### src/rtl/result_drain_ctrl.sv
// ============================================================================
// Module   : result_drain_ctrl
// Brief    : Drains consecutive rows of the results SRAM to a valid/ready
//            host stream through a 2-entry buffer that hides the read latency.
// Revision : 1.0 - initial release
// ============================================================================
`default_nettype none

module result_drain_ctrl #(
  parameter int ADDRESSSIZE    = 10,
  parameter int PARTIAL_SUM_BW = 20,
  parameter int MATRIX_SIZE    = 8,
  parameter int WORD_W         = PARTIAL_SUM_BW * MATRIX_SIZE
) (
  input  logic                   clk,
  input  logic                   rst,
  input  logic                   start,
  input  logic [ADDRESSSIZE-1:0] base_addr,
  input  logic [ADDRESSSIZE-1:0] num_words,
  output logic                   busy,
  output logic                   done,
  output logic                   sram_rd_en,
  output logic [ADDRESSSIZE-1:0] sram_address,
  input  logic [WORD_W-1:0]      sram_data_in,
  output logic                   out_valid,
  input  logic                   out_ready,
  output logic [WORD_W-1:0]      out_data,
  output logic                   out_last
);

  localparam logic [ADDRESSSIZE-1:0] c_one = ADDRESSSIZE'(1);

  typedef enum logic [1:0] {
    S_IDLE  = 2'd0,
    S_READ  = 2'd1,
    S_FLUSH = 2'd2,
    S_DONE  = 2'd3
  } state_t;

  state_t                 r_state;
  logic [ADDRESSSIZE-1:0] r_addr;
  logic [ADDRESSSIZE-1:0] r_remaining;
  logic [ADDRESSSIZE-1:0] r_num;
  logic [ADDRESSSIZE-1:0] r_sent;
  logic                   r_inflight;
  logic [WORD_W-1:0]      r_mem [2];
  logic                   r_wr_ptr;
  logic                   r_rd_ptr;
  logic [1:0]             r_count;

  logic                   w_pop;
  logic [1:0]             w_occ;
  logic                   w_issue;

  assign w_pop   = out_valid & out_ready;
  // Slots that will be taken once this cycle's pop retires; a new read may
  // only be issued if it is guaranteed a free slot when its data lands.
  assign w_occ   = r_count + {1'b0, r_inflight} - {1'b0, w_pop};
  assign w_issue = (r_state == S_READ) && (w_occ < 2'd2);

  assign sram_rd_en   = w_issue;
  assign sram_address = r_addr;
  assign busy         = (r_state == S_READ) || (r_state == S_FLUSH);
  assign done         = (r_state == S_DONE);
  assign out_valid    = (r_count != 2'd0);
  assign out_data     = r_mem[r_rd_ptr];
  assign out_last     = out_valid && (r_sent == (r_num - c_one));

  always_ff @(posedge clk) begin
    if (rst) begin
      r_state     <= S_IDLE;
      r_addr      <= '0;
      r_remaining <= '0;
      r_num       <= '0;
      r_sent      <= '0;
      r_inflight  <= 1'b0;
      r_mem[0]    <= '0;
      r_mem[1]    <= '0;
      r_wr_ptr    <= 1'b0;
      r_rd_ptr    <= 1'b0;
      r_count     <= 2'd0;
    end else begin
      if (r_inflight) begin
        r_mem[r_wr_ptr] <= sram_data_in;
        r_wr_ptr        <= ~r_wr_ptr;
      end
      if (w_pop) begin
        r_rd_ptr <= ~r_rd_ptr;
        r_sent   <= r_sent + c_one;
      end
      r_count    <= r_count + {1'b0, r_inflight} - {1'b0, w_pop};
      r_inflight <= w_issue;
      if (w_issue) begin
        r_addr      <= r_addr + c_one;
        r_remaining <= r_remaining - c_one;
      end

      case (r_state)
        S_IDLE: begin
          if (start) begin
            if (num_words != '0) begin
              r_state     <= S_READ;
              r_addr      <= base_addr;
              r_remaining <= num_words;
              r_num       <= num_words;
              r_sent      <= '0;
            end else begin
              r_state <= S_DONE;
            end
          end
        end
        S_READ: begin
          if (w_issue && (r_remaining == c_one)) r_state <= S_FLUSH;
        end
        S_FLUSH: begin
          if (w_pop && out_last) r_state <= S_DONE;
        end
        S_DONE: r_state <= S_IDLE;
        default: r_state <= S_IDLE;
      endcase
    end
  end

endmodule

`default_nettype wire

### config.mk
export PLATFORM = sky130hd
export DESIGN_NAME = result_drain_ctrl
export DESIGN_NICKNAME = d
export VERILOG_FILES = /design/src/rtl/result_drain_ctrl.sv
export SDC_FILE = /design/constraint.sdc
export NUM_CORES = 1
export LEC_CHECK = 0
export BUFFER_PORTS_ARGS = -buffer_cell sky130_fd_sc_hd__clkbuf_2
export CAP_MARGIN = 20
export CORE_UTILIZATION = 45
export CTS_BUF_LIST = sky130_fd_sc_hd__clkbuf_16
export DETAILED_ROUTE_END_ITERATION = 8
export GPL_TIMING_DRIVEN = 0
export PLACE_DENSITY = 0.71
export SLEW_MARGIN = 20
export SYNTH_ARGS = -nofsm -noshare
export SYNTH_HDL_FRONTEND = slang
export SYNTH_SLANG_ARGS = --single-unit
### constraint.sdc
create_clock -name clk -period 13 [get_ports clk]
set_input_delay 2.6 -clock clk [delete_from_list [all_inputs] [get_ports clk]]
set_output_delay 2.6 -clock clk [all_outputs]
set_load 0.005 [all_outputs]
Word-level counts from Yosys, hierarchy flattened. Memory sizes are Yosys's and may differ from the RTL's. A register that Yosys moved wholly into a read port is not among the register bits. Index checks and enable logic that the tools add are counted.

$add $sub $neg: 6. Order comparisons: 1. Equal/unequal tests: 8. Mux-type cells: 27. Bitwise operators: 3. Reductions and logical operators: 11.

Operators with widths (number): $mux W160 (1); $reduce_or A160 Y1 (1); $mux W10 (12); $add A10 B1 Y10 const B (2); $sub A10 B1 Y10 const B (2); $eq A10 B1 Y1 const B (1); $eq A10 B10 Y1 (1); $reduce_bool A10 Y1 (1); $mux W1 (9); $mux W2 (4); $pmux W2 S4 (1); $reduce_and A3 Y1 (2); $eq A2 B2 Y1 const B (2); $logic_and A1 B1 Y1 (4); $ne A2 B1 Y1 const B (2); $add A2 B1 Y2 (1); $eq A2 B1 Y1 const B (1); $logic_not A2 Y1 (1); $lt A2 B2 Y1 const B (1); $ne A2 B2 Y1 const B (1); $not A1 Y1 (2); $reduce_bool A2 Y1 (1); $sub A2 B1 Y2 (1); $and A1 B1 Y1 (1); $logic_or A1 B1 Y1 (1).

Bits in registers: 47. Memory bits (writable): 320. Input bits: 184. Output and inout port bits: 175. Logic and storage cells: 66. Memories: 1.

Memories: r_mem (words 2, bits a word 160, rd ports 1, clocked after Yosys merged registers in 1, write ports 2, line 46) `logic [WORD_W-1:0] r_mem [2];`.

Longest topological paths before layout.
Depth in word-level cells: 9. Gate-level depth with buffers: 13. Mapped depth without buffers: 12.

Worst setup path before layout. Ideal clock, no wire load.

Kind: in2reg. From: input port rst. To: memory r_mem[1][0] in the netlist's numbering (enable). Setup time: 532 ps. Data arrival time: 6927 ps. Required time: 12468 ps. Path slack: 5541 ps. Cell stages on the path: 3. Buffers on the path: 1. Cells stage by stage: nor3b_1 -> clkbuf_1 -> or2_1.

RTL lines: from (decl) (line 16) `input logic rst,`; to (decl) (line 46).

Worst setup path in the final report.
From: input port out_ready. To: output port sram_rd_en.

Longest elaborated chain between the ends: 4.

RTL lines: from (decl) (line 26) `input logic out_ready,`; $and A1 B1 Y1 (line 55) `assign w_pop = out_valid & out_ready;`; via w_pop (line 51) `logic w_pop;`; $sub A2 B1 Y2 (line 58) `assign w_occ = r_count + {1'b0, r_inflight} - {1'b0, w_pop};`; $lt A2 B2 Y1 (line 59) `assign w_issue = (r_state == S_READ) && (w_occ < 2'd2);`; $logic_and A1 B1 Y1 (line 59); to (decl) (line 22) `output logic sram_rd_en,`.

The timed path passes the listed nets, and every way through them passes these cells.

==> summary.txt <==
CTS
  – Quantity of gates resized following cts: 0
  – Clock root buffer: sky130_fd_sc_hd__clkbuf_16
  – Clock insertion delay at the later pin of the skew report: 0.54 ns
  – Hold Buf Count CTS: 0
  – Clock-pin transition on the worst setup and hold timing paths: around 0.050 ns
  – TritonCTS clock tree: done
  – H-tree Lvls: 2
  – Deepest clock path buffer count: 3
  – Count of clock tree sinks: approximately 370
  – Number of buffers added by the clock tree synthesis step: 40
  – Number of buffers inserted by post-CTS setup repair: 0

Detailed routing
  – Drc violations: 0
  – Uppermost layer routed: met5
  – Via total after detailed routing: 10400
  – Met1 Routed Length: 15.3 mm
  – Number of DRC markers after the initial detailed-route iteration: 487
  – Routed length per instance: 18.4 um
  – Total wire length: 38.1 mm
  – Number of optimization iterations in the first detailed-route pass: 5
  – Antenna-violating nets left: 0
  – Met3 Wirelength: 2.70 mm
  – Via/cell ratio: 5.03
  – Met2 routed WL: 18.4 mm

Floorplan
  – Boundary pin count: roughly 360
  – Cell row count: 69
  – Vertical die dimension: roughly 190 um
  – Area of the die: 36900 um2
  – Core area: 35600 um2
  – Chip width: 192 um
  – Initial Util: 45.7%

Synth
  – Warning count from the yosys run: 0
  – Mean cell area of the mapped netlist: 13.9 um2
  – Nets in the synthesized netlist: 1364
  – FFs w/ async S/R, synth: 0%
  – Instance count of the mapped netlist: 1169
  – Count of state elements after synthesis: 368
  – Combined area of all synthesized cells: 16300 um2
  – Share of synthesized area occupied by flip-flops and latches: 65.0%
  – Unique cell type count in the Yosys netlist: 57
  – Post-synth EDFFs: 320
  – Predominant post-synthesis flop cell: sky130_fd_sc_hd__edfxtp_1

Min path
  – Class of the tightest hold or removal check: reg -> reg

Outcome
  – Outcome: completed

Timing
  – Clock period minus worst slack: 6.96 ns
  – Final Hold Vio Count: 0
  – Setup TNS Final: 0 ns
  – Setup violators final: 0
  – Skew final: around 0.009 ns
  – Worst slew margin relative to its limit: between 40% and 50%
  – Achievable frequency: 144 MHz
  – WHS: between 0.4 and 0.5 ns
  – Slew Limit Fails: 0
  – Setup repair after global routing missed its margin: no
  – Ratio of final minimum period to clock period: between 50 and 60%
  – Least-Margin Pin Slew: 0.899 ns

Power and ir drop
  – Leak: 8.27 nW
  – Internal power summed over all cells: 2.55 mW
  – Flop pwr share: 42.8%
  – Worst voltage drop across the vdd grid: ~120 uV
  – Power Density: 178 nW/um2
  – Proportion of power drawn by combinational gates: 26.8%
  – Post-route total power: 3.57 mW
  – Sw Share: approximately 28%
  – Switching power of the nets: 1.02 mW
  – Fraction of power consumed by the clock network: a little over 30%

Worst setup path
  – Crit-path slowest cell: sky130_fd_sc_hd__xnor3_1
  – Slowest Stage Delay on Critical Path: 0.33 ns
  – Buf/Inv on CP: 6
  – Data required time at the worst endpoint: 10.40 ns
  – Cells along the critical path: clkbuf_2 > o21ai_1 > inv_2 > ha_1 > inv_1 > ha_1 > xnor3_1 > nand2_2 > inv_2 > buf_6 > clkbuf_2
  – Crit path arrival time: roughly 4.4 ns
  – Startpoint Class: input port
  – Dominant delay contributor by cell family on the critical path: buffers and inverters
  – Kind of critical path: in -> out
  – CP max FO: 10
  – Sort of element at the end of the critical path: output port

Placement
  – Sum of net half-perimeters after detailed placement: 26.7 mm
  – # port buffers: 358
  – Routability Congestion: 0.858

Global routing
  – Initial antenna violation count: 5
  – Total overflow reported by the global router: 0
  – Wire length of the first global-routing pass: 57.1 mm
  – Number of global-route vias before repair: roughly 10000
  – Total routing usage reported by global routing: roughly a fifth
  – Pin count of the biggest net entering global routing: 54

Finish
  – Layout cells sized above 1: a little under two fifths
  – Area added between synthesis and finish: 23.4%
  – Number of nets in the finished design: 1771

Run
  – Max-capacitance violation count: 0
==> worst register-to-register path: stages, from the launching register on <==
cell and delay [ns]:
sky130_fd_sc_hd__dfxtp_1 0.40, sky130_fd_sc_hd__inv_2 0.07, sky130_fd_sc_hd__nor3b_2 0.26, sky130_fd_sc_hd__buf_4 0.22, sky130_fd_sc_hd__clkbuf_1 0.65, sky130_fd_sc_hd__or2_4 0.58, sky130_fd_sc_hd__buf_16 0.31, sky130_fd_sc_hd__buf_16 0.31
==> layer usage <==
layer,track usage [%],vias up
met4,10.1,2
met5,0,-
met1,24.8,5049
li1,-,4974
met2,33.4,312
met3,5.30,93
==> registers in the layout, summed over array words and instances, names as in the netlist, named ones only <==
signal        cells
r_state           2
r_wr_ptr          1
sram_address     10
r_inflight        1
r_mem           320
r_num            10
r_remaining      10
r_rd_ptr          1
r_count           2
r_sent           10
==> cells by family after synthesis <==
| family | Yosys count | synth area share (%) |
|---|---|---|
| buf+inv | 83 | 2.04 |
| xor+xnor | 42 | 2.35 |
| compound gates | 52 | 2.31 |
| mux | 161 | 11.1 |
| simple gates | 452 | 16.3 |
| fa+ha+maj | 11 | 0.847 |
| flops | 368 | 65.0 |
==> layout make-up <==
cell class	instances	area, um2
fill	2979	15500
sequential	368	10600
multi-input combinational	718	5380
timing repair buffer	365	1950
clock buffer	41	1030
tap	461	577
buffer	67	272
clock inverter	31	218
inverter	16	60.1
antenna	7	17.5
==> final timing paths <==
kind              slack (ns)      start  cells after the start       endpoint
setup reg to reg        9.85   r_wr_ptr                      7  r_mem[1][147]
hold reg to reg         0.47   r_num[9]                      2       r_num[9]
hold / removal          0.47   r_num[9]                      2       r_num[9]
setup / recovery        6.04  out_ready                     11     sram_rd_en
==> cells in the final DEF, fill, tap and decap left out, types with 3 or more instances in the layout <==
cell and count:
sky130_fd_sc_hd__inv_2 3, sky130_fd_sc_hd__mux2_2 160, sky130_fd_sc_hd__clkinv_2 6, sky130_fd_sc_hd__nor2_1 38, sky130_fd_sc_hd__o21ai_1 7, sky130_fd_sc_hd__or4_1 3, sky130_fd_sc_hd__nor3_1 8, sky130_fd_sc_hd__a21oi_1 12
sky130_fd_sc_hd__buf_16 4, sky130_fd_sc_hd__nand2b_1 4, sky130_fd_sc_hd__and3_1 3, sky130_fd_sc_hd__and2_1 322, sky130_fd_sc_hd__diode_2 7, sky130_fd_sc_hd__clkbuf_1 58, sky130_fd_sc_hd__o21ai_0 3, sky130_fd_sc_hd__ha_1 11
sky130_fd_sc_hd__nor4_1 4, sky130_fd_sc_hd__a211oi_1 12, sky130_fd_sc_hd__dfxtp_1 48, sky130_fd_sc_hd__buf_2 4, sky130_fd_sc_hd__edfxtp_1 320, sky130_fd_sc_hd__nand4_1 6, sky130_fd_sc_hd__nand2_1 34, sky130_fd_sc_hd__xnor2_1 22
sky130_fd_sc_hd__xor2_1 19, sky130_fd_sc_hd__clkbuf_2 358, sky130_fd_sc_hd__nand3_1 12, sky130_fd_sc_hd__inv_1 23, sky130_fd_sc_hd__clkbuf_16 41, sky130_fd_sc_hd__buf_1 3, sky130_fd_sc_hd__clkinv_1 9, sky130_fd_sc_hd__bufinv_16 3
==> power by group through the flow <==
stage	clock network (mW)	logic, mW	registers (mW)
after global routing	1.14	1.05	1.55
after detailed placement	0	0.965	1.55
final	1.08	0.957	1.53
after global placement	0	0.943	1.57
after floorplan	0	0.568	1.55
after CTS	1.11	0.974	1.53
==> metrics by stage <==
stage               utilization (%)  instance area, um2  setup WS [ns]  cells
floorplan                         -               16300           5.54   1169
global placement               52.4               18600           1.95   1988
detailed placement             52.9               18800           6.07   1995
CTS                            56.4               20000           6.06   2067
global route                   56.4               20100           5.94   2070
finish                         56.4               20100           6.04   2074
==> cell usage after synthesis (all sizes together), types with 2 or more instances <==
cell       n  area share (%)
nor2      38            0.88
a21oi     12            0.37
nor2b      2           0.077
xnor2     22             1.2
clkbuf    58             1.3
nor4       4            0.15
buf        9            0.33
and3       4            0.16
edfxtp   320              59
a2111oi    2            0.15
or4        3            0.14
xor2      19             1.0
mux2     160              11
or2        3            0.12
nand4      6            0.23
dfxtp     48             5.9
a211oi    13            0.63
or3        3            0.15
o21ai     10            0.31
nand2b     4            0.15
nor3b      3            0.14
and2     322              12
ha        11            0.85
nand2     35            0.82
a31oi      2            0.17
nand3     13            0.43
nor3       8            0.25
nand4b     2            0.11
inv       16            0.37
a311oi     2            0.11
Power figures use the tool's default switching activity.
